## src/rtl/dircc_types_pkg.sv

```systemverilog
`default_nettype none
// ============================================================================
// Module      : dircc_types_pkg
// Description : Shared DiRCC packet constants, arbiter state encoding and a
//               small index-width helper used by the packet arbiter slice.
// Revision    : 1.0 - initial release
// ============================================================================
package dircc_types_pkg;

    // Every DiRCC packet is exactly this many words, sop on word 0 and eop
    // on the last word.
    localparam int DIRCC_PACKET_WORDS = 8;
    localparam int DIRCC_WORD_WIDTH   = 32;

    typedef enum logic [1:0] {
        ARB_IDLE    = 2'd0,
        ARB_FORWARD = 2'd1,
        ARB_DISCARD = 2'd2
    } arb_state_t;

    // Width of an index into n items; never collapses to zero bits.
    function automatic int dircc_index_width(input int n);
        return (n > 1) ? $clog2(n) : 1;
    endfunction

endpackage : dircc_types_pkg
`default_nettype wire

```

## src/rtl/dircc_round_robin_arbiter.sv

```systemverilog
`default_nettype none
// ============================================================================
// Module      : dircc_round_robin_arbiter
// Description : Rotating-priority request selector. Holds the priority
//               pointer (the source after the one most recently granted)
//               and reports the first active request at or after it.
// Revision    : 1.0 - initial release
//
// Ports
//   clk          : system clock
//   reset_n      : asynchronous active-low reset
//   i_request    : one request bit per source
//   i_update     : a grant is being issued to o_winner this cycle
//   o_winner     : index of the selected source (valid when o_any_request)
//   o_any_request: at least one request bit is set
// ============================================================================
module dircc_round_robin_arbiter
    import dircc_types_pkg::*;
#(
    parameter  int N = 4,
    localparam int W = dircc_index_width(N)
) (
    input  logic         clk,
    input  logic         reset_n,
    input  logic [N-1:0] i_request,
    input  logic         i_update,
    output logic [W-1:0] o_winner,
    output logic         o_any_request
);

    localparam logic [W-1:0] c_LAST_INDEX = W'(N - 1);

    // Highest-priority index for the next decision. Advancing it at grant
    // time is equivalent to recording the grant at packet completion,
    // because no other grant can happen while a packet is locked.
    logic [W-1:0] r_ptr;

    logic [W-1:0] w_winner;
    logic         w_found;
    logic [W-1:0] w_idx;
    int           w_sum;

    always_comb begin
        w_winner = '0;
        w_found  = 1'b0;
        w_idx    = '0;
        w_sum    = 0;
        for (int k = 0; k < N; k++) begin
            w_sum = int'(r_ptr) + k;
            if (w_sum >= N) begin
                w_sum = w_sum - N;
            end
            w_idx = W'(w_sum);
            if (!w_found && i_request[w_idx]) begin
                w_found  = 1'b1;
                w_winner = w_idx;
            end
        end
    end

    always_ff @(posedge clk or negedge reset_n) begin
        if (!reset_n) begin
            r_ptr <= '0;
        end else if (i_update) begin
            r_ptr <= (w_winner == c_LAST_INDEX) ? '0 : w_winner + 1'b1;
        end
    end

    assign o_winner      = w_winner;
    assign o_any_request = |i_request;

endmodule : dircc_round_robin_arbiter
`default_nettype wire

```

## src/rtl/dircc_avalon_st_packet_arbiter.sv

```systemverilog
`default_nettype none
// ============================================================================
// Module      : dircc_avalon_st_packet_arbiter
// Description : Round-robin packet arbiter sharing one Avalon-ST sink among
//               NUM_INPUTS packet sources. Locks a source from sop to eop,
//               forwards its words with zero latency, enforces fixed-length
//               DiRCC framing (drops stray words, truncates long packets)
//               and issues no new grant while the node is booting.
// Revision    : 1.0 - initial release
//
// Ports
//   clk, reset_n          : clock, asynchronous active-low reset
//   i_booting             : node booting, blocks new grants
//   i_in_valid/data/sop/eop/empty : packed per-source Avalon-ST inputs
//   o_in_ready            : per-source ready (readyLatency 0)
//   o_out_valid/data/sop/eop/empty, i_out_ready : shared Avalon-ST output
//   o_grant_valid         : a source is locked
//   o_grant_channel       : index of the locked source
//   o_length_error        : one-cycle pulse on a short or over-long packet
//   o_framing_error       : one-cycle pulse when a stray word is dropped
//   o_packets_forwarded   : wrapping count of packets completed on output
// ============================================================================
module dircc_avalon_st_packet_arbiter
    import dircc_types_pkg::*;
#(
    parameter  int NUM_INPUTS   = 4,
    parameter  int DATA_WIDTH   = DIRCC_WORD_WIDTH,
    parameter  int EMPTY_WIDTH  = 2,
    parameter  int PACKET_WORDS = DIRCC_PACKET_WORDS,
    parameter  int COUNT_WIDTH  = 16,
    localparam int CH_W         = dircc_index_width(NUM_INPUTS)
) (
    input  logic                              clk,
    input  logic                              reset_n,
    input  logic                              i_booting,
    input  logic [NUM_INPUTS-1:0]             i_in_valid,
    input  logic [NUM_INPUTS*DATA_WIDTH-1:0]  i_in_data,
    input  logic [NUM_INPUTS-1:0]             i_in_sop,
    input  logic [NUM_INPUTS-1:0]             i_in_eop,
    input  logic [NUM_INPUTS*EMPTY_WIDTH-1:0] i_in_empty,
    output logic [NUM_INPUTS-1:0]             o_in_ready,
    output logic                              o_out_valid,
    output logic [DATA_WIDTH-1:0]             o_out_data,
    output logic                              o_out_sop,
    output logic                              o_out_eop,
    output logic [EMPTY_WIDTH-1:0]            o_out_empty,
    input  logic                              i_out_ready,
    output logic                              o_grant_valid,
    output logic [CH_W-1:0]                   o_grant_channel,
    output logic                              o_length_error,
    output logic                              o_framing_error,
    output logic [COUNT_WIDTH-1:0]            o_packets_forwarded
);

    localparam int               CNT_W       = dircc_index_width(PACKET_WORDS);
    localparam logic [CNT_W-1:0] c_LAST_WORD = CNT_W'(PACKET_WORDS - 1);

    arb_state_t             r_state;
    logic                   r_grant_valid;
    logic [CH_W-1:0]        r_grant_channel;
    logic [CNT_W-1:0]       r_word_cnt;
    logic                   r_length_error;
    logic                   r_framing_error;
    logic [COUNT_WIDTH-1:0] r_packets;

    logic [NUM_INPUTS-1:0]  w_request;
    logic [NUM_INPUTS-1:0]  w_stray;
    logic [NUM_INPUTS-1:0]  w_stray_pick;
    logic [CH_W-1:0]        w_winner;
    logic                   w_any_request;
    logic                   w_grant;

    logic                   w_sel_valid;
    logic [DATA_WIDTH-1:0]  w_sel_data;
    logic                   w_sel_sop;
    logic                   w_sel_eop;
    logic [EMPTY_WIDTH-1:0] w_sel_empty;
    logic                   w_beat;

    // A packet may only start on a sop word; any other valid word seen while
    // idle is a stray that gets flushed.
    assign w_request    = i_in_valid & i_in_sop;
    assign w_stray      = i_in_valid & ~i_in_sop;
    // Isolate the lowest set bit so only one stray word is dropped per cycle.
    assign w_stray_pick = w_stray & (~w_stray + 1'b1);

    assign w_grant = (r_state == ARB_IDLE) && !i_booting && w_any_request;

    dircc_round_robin_arbiter #(
        .N (NUM_INPUTS)
    ) u_rr (
        .clk           (clk),
        .reset_n       (reset_n),
        .i_request     (w_request),
        .i_update      (w_grant),
        .o_winner      (w_winner),
        .o_any_request (w_any_request)
    );

    // Mux of the locked source's stream.
    always_comb begin
        w_sel_valid = 1'b0;
        w_sel_data  = '0;
        w_sel_sop   = 1'b0;
        w_sel_eop   = 1'b0;
        w_sel_empty = '0;
        for (int k = 0; k < NUM_INPUTS; k++) begin
            if (r_grant_channel == CH_W'(k)) begin
                w_sel_valid = i_in_valid[k];
                w_sel_data  = i_in_data[k*DATA_WIDTH +: DATA_WIDTH];
                w_sel_sop   = i_in_sop[k];
                w_sel_eop   = i_in_eop[k];
                w_sel_empty = i_in_empty[k*EMPTY_WIDTH +: EMPTY_WIDTH];
            end
        end
    end

    assign w_beat = w_sel_valid && i_out_ready;

    // Zero-latency pass-through and per-source ready generation.
    always_comb begin
        o_in_ready  = '0;
        o_out_valid = 1'b0;
        o_out_data  = '0;
        o_out_sop   = 1'b0;
        o_out_eop   = 1'b0;
        o_out_empty = '0;
        case (r_state)
            ARB_FORWARD: begin
                o_out_valid = w_sel_valid;
                o_out_data  = w_sel_data;
                o_out_sop   = w_sel_sop;
                // The last permitted word always closes the packet so the
                // receiver never sees an over-long frame.
                o_out_eop   = w_sel_eop | (w_sel_valid && (r_word_cnt == c_LAST_WORD));
                o_out_empty = w_sel_empty;
                for (int k = 0; k < NUM_INPUTS; k++) begin
                    if (r_grant_channel == CH_W'(k)) begin
                        o_in_ready[k] = i_out_ready;
                    end
                end
            end
            ARB_DISCARD: begin
                for (int k = 0; k < NUM_INPUTS; k++) begin
                    if (r_grant_channel == CH_W'(k)) begin
                        o_in_ready[k] = 1'b1;
                    end
                end
            end
            default: begin
                if (!i_booting && !w_any_request) begin
                    o_in_ready = w_stray_pick;
                end
            end
        endcase
        // The stray flush path is combinational from the inputs; keep every
        // ready low while reset is held.
        if (!reset_n) begin
            o_in_ready = '0;
        end
    end

    always_ff @(posedge clk or negedge reset_n) begin
        if (!reset_n) begin
            r_state         <= ARB_IDLE;
            r_grant_valid   <= 1'b0;
            r_grant_channel <= '0;
            r_word_cnt      <= '0;
            r_length_error  <= 1'b0;
            r_framing_error <= 1'b0;
            r_packets       <= '0;
        end else begin
            r_length_error  <= 1'b0;
            r_framing_error <= 1'b0;
            case (r_state)
                ARB_IDLE: begin
                    if (!i_booting) begin
                        if (w_any_request) begin
                            r_grant_channel <= w_winner;
                            r_grant_valid   <= 1'b1;
                            r_word_cnt      <= '0;
                            r_state         <= ARB_FORWARD;
                        end else if (|w_stray) begin
                            r_framing_error <= 1'b1;
                        end
                    end
                end
                ARB_FORWARD: begin
                    if (w_beat) begin
                        if (w_sel_eop) begin
                            r_state        <= ARB_IDLE;
                            r_grant_valid  <= 1'b0;
                            r_packets      <= r_packets + 1'b1;
                            r_length_error <= (r_word_cnt != c_LAST_WORD);
                        end else if (r_word_cnt == c_LAST_WORD) begin
                            // Truncated: output packet is closed, the rest
                            // of the source packet is flushed.
                            r_state        <= ARB_DISCARD;
                            r_packets      <= r_packets + 1'b1;
                            r_length_error <= 1'b1;
                        end else begin
                            r_word_cnt <= r_word_cnt + 1'b1;
                        end
                    end
                end
                ARB_DISCARD: begin
                    if (w_sel_valid && w_sel_eop) begin
                        r_state       <= ARB_IDLE;
                        r_grant_valid <= 1'b0;
                    end
                end
                default: begin
                    r_state <= ARB_IDLE;
                end
            endcase
        end
    end

    assign o_grant_valid       = r_grant_valid;
    assign o_grant_channel     = r_grant_channel;
    assign o_length_error      = r_length_error;
    assign o_framing_error     = r_framing_error;
    assign o_packets_forwarded = r_packets;

endmodule : dircc_avalon_st_packet_arbiter
`default_nettype wire

```

## config.mk

```make
export PLATFORM = sky130hd
export DESIGN_NAME = dircc_avalon_st_packet_arbiter
export DESIGN_NICKNAME = d
export VERILOG_FILES = /design/src/rtl/dircc_types_pkg.sv /design/src/rtl/dircc_round_robin_arbiter.sv /design/src/rtl/dircc_avalon_st_packet_arbiter.sv
export SDC_FILE = /design/constraint.sdc
export NUM_CORES = 1
export LEC_CHECK = 0
export CORE_ASPECT_RATIO = 0.9
export CORE_MARGIN = 5
export CORE_UTILIZATION = 37
export DETAILED_ROUTE_END_ITERATION = 16
export GPL_TIMING_DRIVEN = 0
export PLACE_DENSITY = 0.88
export SLEW_MARGIN = 15
export SYNTH_ARGS = -nofsm -noshare
export SYNTH_HDL_FRONTEND = slang
export SYNTH_HIERARCHICAL = 1
export SYNTH_SLANG_ARGS = --single-unit
```

## constraint.sdc

```tcl
create_clock -name clk -period 7.5 [get_ports clk]
set_input_delay 1.5 -clock clk [delete_from_list [all_inputs] [get_ports clk]]
set_output_delay 1.5 -clock clk [all_outputs]
set_load 0.02 [all_outputs]
```

-- Word level (Yosys, flattened, before mapping)
Index checks and enable logic that the tools add are counted.
- word-level logic and storage cells: 161
- register bits after elaboration: 28
- input bits: 152
- output and inout port bits: 62
- $lt $le $gt $ge: 8
- multiplexer cells: 85
- $add $sub $neg: 11
- reduce and logical (&&, ||, !) cells: 26
- equality and inequality tests: 16
- bitwise gates (word level): 7
- operators with widths (cell ; count):
    2-to-1 mux 32 bit ; 5
    2-to-1 mux 1 bit ; 43
    2-to-1 mux 2 bit ; 20
    2-to-1 mux 16 bit ; 2
    adder 16 x 1 -> 16 bit, second input constant ; 1
    2-to-1 mux 3 bit ; 5
    inequality test 2 bit, second input constant ; 7
    AND 4 bit ; 3
    less-than comparator 2 x 3 -> 1 bit, second input constant ; 4
    AND reduction 6 bit ; 2
    greater-or-equal comparator 3 bit, second input constant ; 3
    logical AND 1 bit ; 9
    binary-select mux 1 bit (select 2 bit) ; 4
    == test 2 bit, second input constant ; 4
    2-to-1 mux 4 bit ; 2
    inverter 4 bit ; 2
    case mux 4 bit (2 select lines) ; 1
    OR reduction 4 bit ; 2
    subtractor 2 x 1 -> 2 bit, second input constant ; 4
    adder 2 x 2 -> 3 bit, second input constant ; 2
    inequality test 3 bit, second input constant ; 2
    case mux 2 bit (3 select lines) ; 1
    case mux 3 bit (2 select lines) ; 1
    AND reduction 3 bit ; 2
    15 further kinds ; 22

-- Longest topological paths before layout
- depth after elaboration: 16
- mapped depth: 7
- mapped depth without buffers: 7

-- Cells and area by module
Netlist, hierarchy kept.
- by module, submodules not included (module ; cells an instance ; seq. area each (µm²) ; area an instance (µm²) ; instances):
    dircc_avalon_st_packet_arbiter ; 234 ; 650.6 ; 2586.2 ; 1
    dircc_round_robin_arbiter ; 17 ; 50.0 ; 168.9 ; 1

-- Least setup slack after synthesis
No wires, ideal clock.
- path kind: input to output
- from: input port i_in_sop[2]
- to: output port o_in_ready[3]
- data required time: 6.000 ns
- data arrival time: 3.346 ns
- slack: 2.654 ns
- stages: 7
- buffers on the path: 0
- path through: and2_1 > or4_1 > or3_1 > nor3_1 > nor3b_1 > a31oi_1 > nor2b_1
- elaborated cells on any way between the ends: 12
- those cells by class: 1 x add/sub; 3 x mux; 5 x bitwise; 3 x reduce/logical
- RTL lines (item ; RTL line ; source):
    start, declared ; dircc_avalon_st_packet_arbiter.sv:38 ; input logic [NUM_INPUTS-1:0] i_in_sop,
    AND 4 bit ; dircc_avalon_st_packet_arbiter.sv:82 ; assign w_request = i_in_valid & i_in_sop;
    OR reduction 4 bit ; dircc_round_robin_arbiter.sv:70 ; assign o_any_request = |i_request;
    via w_any_request ; dircc_avalon_st_packet_arbiter.sv:70 ; logic w_any_request;
    logical NOT 1 bit ; dircc_avalon_st_packet_arbiter.sv:151 ; if (!i_booting && !w_any_request) begin
    logical AND 1 bit ; dircc_avalon_st_packet_arbiter.sv:151 ;
    2-to-1 mux 4 bit ; dircc_avalon_st_packet_arbiter.sv:151 ;
    case mux 4 bit (2 select lines) ; dircc_avalon_st_packet_arbiter.sv:128 ; case (r_state)
    2-to-1 mux 4 bit ; dircc_avalon_st_packet_arbiter.sv:158 ; if (!reset_n) begin
    end, declared ; dircc_avalon_st_packet_arbiter.sv:41 ; output logic [NUM_INPUTS-1:0] o_in_ready,
The timed path passes the listed nets, and every way through them passes these cells.

-- Worst setup path after layout
- from: input port i_in_sop[2]
- to: output port o_in_ready[3]
- elaborated cells on any way between the ends: 12
- those cells by class: 1 x add/sub; 3 x mux; 5 x bitwise; 3 x reduce/logical
- RTL lines (item ; RTL line ; source):
    AND 4 bit ; dircc_avalon_st_packet_arbiter.sv:82 ;
    via w_request[2] ; dircc_avalon_st_packet_arbiter.sv:66 ; logic [NUM_INPUTS-1:0] w_request;
    OR reduction 4 bit ; dircc_round_robin_arbiter.sv:70 ;
    via w_any_request ; dircc_avalon_st_packet_arbiter.sv:70 ;
    logical NOT 1 bit ; dircc_avalon_st_packet_arbiter.sv:151 ;
    logical AND 1 bit ; dircc_avalon_st_packet_arbiter.sv:151 ;
    2-to-1 mux 4 bit ; dircc_avalon_st_packet_arbiter.sv:151 ;
    case mux 4 bit (2 select lines) ; dircc_avalon_st_packet_arbiter.sv:128 ;
    2-to-1 mux 4 bit ; dircc_avalon_st_packet_arbiter.sv:158 ;
The timed path passes the listed nets, and every way through them passes these cells.

==> Flow_metrics.wiki <==
{| class="wikitable"
! Metric !! Value
|-
| End of the worst hold path || o_packets_forwarded[15]$_DFFE_PN0P_
|-
| Slowest-stage cell, CP || sky130_fd_sc_hd__clkdlybuf4s50_1
|-
| Chip width || 101 µm
|-
| Comb power frac || approximately three quarters
|-
| Proportion of power drawn by the clock network || 8.3%
|-
| Required time worst endpoint || approximately 6 ns
|-
| Reg-to-Reg End || o_packets_forwarded[15]$_DFFE_PN0P_
|-
| Final hold slack || 0.482 ns
|-
| Net switching share of the total power || 42.0%
|-
| Largest incremental delay on the critical path || around 0.63 ns
|-
| Hold path depth || 1
|-
| XOR/XNOR Fraction of Synth Area || 4.77%
|-
| Internal cell power || 817 µW
|-
| Category of the worst setup path capture point || output port
|-
| Sequential group share of total power || 15.0%
|-
| Post-synthesis cell area || ~0.0028 mm²
|-
| Post-route DRC || 0
|-
| Fin. Hold Viols || 0
|-
| Layout cells sized above 1 || between 10% and 20%
|-
| Accumulated negative setup slack || 0 ns
|-
| Nets in the synthesized netlist || 411
|-
| Vias after detailed routing || 2909
|-
| Ys Warns || 6
|-
| Starting density of the core || 38.5%
|-
| Height of the chip || ~92 µm
|-
| P&R area growth vs syn || 84.0%
|-
| Combinational family with the most area after synthesis || multiplexers
|-
| IO Port Bufs || 213
|-
| Post-synth EDFFs || 0
|-
| Max cap viols || 0
|-
| Critical Path Most Common Cell || sky130_fd_sc_hd__clkdlybuf4s50_1
|-
| Number of instances in the synthesized netlist || 251
|-
| Synth cell types || 42
|-
| Die area || 0.00927 mm²
|-
| Share of the clock period used by the worst path || 78.2%
|-
| Result of the run || complete, no violations
|-
| RD Place Congestion || between 0.9 and 1
|-
| Maximum clock frequency || 170 MHz
|-
| Primary flip-flop cell chosen by synthesis mapping || sky130_fd_sc_hd__dfrtp_1
|-
| Setup slack of the most critical reg-to-reg path || 5.17 ns
|-
| Number of buffers on the longest clock path || 2
|-
| Reg2reg path depth || 7
|-
| Final net count || 629
|-
| TritonCTS Buffers || 3
|-
| Top library cells by usage in the layout, fill and taps aside || sky130_fd_sc_hd__clkdlybuf4s50_1, sky130_fd_sc_hd__and2_1, sky130_fd_sc_hd__mux4_2
|-
| Leakage dissipation || 2.00 nW
|-
| Arrival time reported for the critical path endpoint || about 4.4 ns
|-
| Critical path, cell by cell || clkdlybuf4s50_1 > and2_1 > or4_1 > or3_1 > nor3_1 > nor3b_1 > a31oi_1 > nor2b_1 > clkdlybuf4s50_1
|-
| Critical path class || primary input to output port
|-
| Routed wire per std cell || between 20 and 25 µm
|-
| CTS tree || built
|-
| Top Ports || 214
|-
| Number of hold buffers added after cts || 0
|-
| Share of cell area taken by muxes after synthesis || around a third
|-
| Mean instance size in the synthesized netlist || 11.0 µm²
|-
| Std cell rows || 29
|-
| HPWL after detailed placement || between 9 and 10 mm
|-
| Clock Pin Slew Worst Setup and Hold Paths || 0.09 ns
|-
| Number of clock sinks seen by CTS || 28
|-
| Maximum level of the CTS H-tree || 1
|-
| RSZ-0062 raised after global routing || false
|-
| Vias per cell || 5.19
|-
| Max-slew headroom at the worst pin || 54.8%
|-
| Setup Fix Bufs, Post-CTS || 0
|-
| Total of cells resized after clock tree synthesis || 0
|-
| Sequential-to-total area share from yosys stat || 25.4%
|-
| Source of the worst register-to-register timing path || o_grant_channel[0]$_DFFE_PN0P_
|-
| Wire length of the first global-routing pass || 17.1 mm
|-
| Largest net degree at the start of global routing || 33
|-
| Category of the worst setup path launch point || primary input
|-
| CTS Root Cell || sky130_fd_sc_hd__clkbuf_8
|-
| Net switching power of the design || just under 600 µW
|-
| Worst min-delay path class || flop to flop
|-
| Cell Pwr Density || 278 mW/mm²
|-
| Maximum ir drop on the vdd rail || 0.166 mV
|-
| CP max FO || 3
|-
| Leading cell type in the layout, fill and taps excluded || sky130_fd_sc_hd__clkdlybuf4s50_1
|-
| Yosys reg bits || 28
|-
| Launch instance of the worst min-delay path || o_packets_forwarded[15]$_DFFE_PN0P_
|-
| Total wire length || 11.3 mm
|-
| Final critical-path required period || 5.87 ns
|-
| Number of antenna-violating nets in the routed design || 0
|-
| Starting DRC count in detailed routing || 112
|-
| Final-layout fill cell count || 520
|-
| Total Routing Usage GR || 23.5%
|-
| Post-synthesis share of cell area spent on full adders, half adders and majority gates || 3.63%
|-
| Setup-violating endpoint count in the final report || 0
|-
| Share of async-settable or async-resettable flops after synthesis || between 90% and 100%
|-
| Compound-cell area share of the yosys netlist || 6.18%
|-
| CORE AREA || just over 0.007 mm²
|-
| Antenna Diode Count || 0
|-
| Initial antenna violation count || 0
|-
| Post-Synth Simple-Gate Area || roughly 22%
|-
| Grt total ovfl || 0
|-
| Post-route clock skew || 0.00228 ns
|-
| Length of the first detailed-routing pass in iterations || 4
|-
| Vias in the first global route || 3017
|-
| Final Max Slew Viols || 0
|-
| Clk Latency, worst-skew pair || 0.27 ns
|-
| Transition time of the tightest slew-check pin || 0.678 ns
|}
## layout make-up
cell class	instances	area, µm²	area share (%)
buffer	14	61.3	1.21
clock buffer	3	41.3	0.814
clock inverter	1	30.0	0.592
inverter	12	45.0	0.888
multi-input combinational	197	1950	38.4
sequential	28	701	13.8
tap	93	116	2.30
timing repair buffer	213	2130	42.0
## layer usage
metal  global-route usage [%]  part of all wire, %  vias to the layer above  wire (µm)
met2                     43.7                   53                      115       5980
met5                        0                    0                        -          0
met3                     5.16                  7.9                       16        900
li1                         -                    -                     1371          -
met4                     5.20                  2.2                        0        244
met1                     27.4                   37                     1407       4210
## metrics by stage
stage          cells  utilization (%)  setup WS (ns)  total power [mW]  area, µm²
3_3_place_gp     557             70.0           1.66              1.27       5000
2_1_floorplan    251                -           2.65             0.869       2760
5_1_grt          561             70.9           1.49              1.50       5070
6_report         561             70.9           1.63              1.41       5070
3_5_place_dp     557             69.9           1.64              1.30       5000
4_1_cts          561             70.9           1.64              1.42       5070
## cells by family after synthesis
family,Yosys count
simple gates,104
xor+xnor,15
flops,28
buf+inv,26
compound gates,24
mux,46
fa+ha+maj,8
## power by group through the flow
| stage | clock network (mW) | registers, mW | logic, mW |
|---|---|---|---|
| after global routing | 0.126 | 0.215 | 1.16 |
| final | 0.116 | 0.211 | 1.08 |
| after detailed placement | 0 | 0.214 | 1.09 |
| after CTS | 0.120 | 0.211 | 1.09 |
| after global placement | 0 | 0.210 | 1.06 |
| after floorplan | 0 | 0.229 | 0.640 |
## synth_stat cells, types with 5 or more instances
cell type,number,share of area [%]
sky130_fd_sc_hd__ha_1,8,3.6
sky130_fd_sc_hd__mux4_2,37,30
sky130_fd_sc_hd__nor2b_1,9,2.0
sky130_fd_sc_hd__xnor2_1,9,2.9
sky130_fd_sc_hd__and2_1,42,9.5
sky130_fd_sc_hd__dfrtp_1,28,25
sky130_fd_sc_hd__xor2_1,6,1.9
sky130_fd_sc_hd__nor2_1,10,1.4
sky130_fd_sc_hd__nand3_1,7,1.3
sky130_fd_sc_hd__clkbuf_1,9,1.2
sky130_fd_sc_hd__and3_1,5,1.1
sky130_fd_sc_hd__inv_1,12,1.6
sky130_fd_sc_hd__nand2_1,10,1.4
## worst max path at each step
stage	from	endpoint	slack (ns)	depth (start not counted)
after floorplan	i_in_sop[2]	o_in_ready[3]	2.65	7
after global placement	i_in_sop[2]	o_in_ready[3]	1.66	9
after detailed placement	i_in_sop[2]	o_in_ready[3]	1.64	9
after CTS	i_in_sop[2]	o_in_ready[3]	1.64	9
after global routing	i_in_valid[2]	o_in_ready[3]	1.49	9
final	i_in_sop[2]	o_in_ready[3]	1.63	9
## flip-flops by register name, summed over array words and instances (netlist names)
register             cells
o_grant_valid            1
r_word_cnt               3
o_length_error           1
o_packets_forwarded     16
r_state                  2
o_grant_channel          2
o_framing_error          1
u_rr/r_ptr               2
## critical path, delay by kind of cell
| kind | cells | cell delay, ns |
|---|---|---|
| and+or+nand+nor | 6 | 1.73 |
| buffers and inverters | 2 | 1.08 |
| AOI/OAI and AO/OA | 1 | 0.06 |
Note: power is estimated with default switching activity, not from simulation.
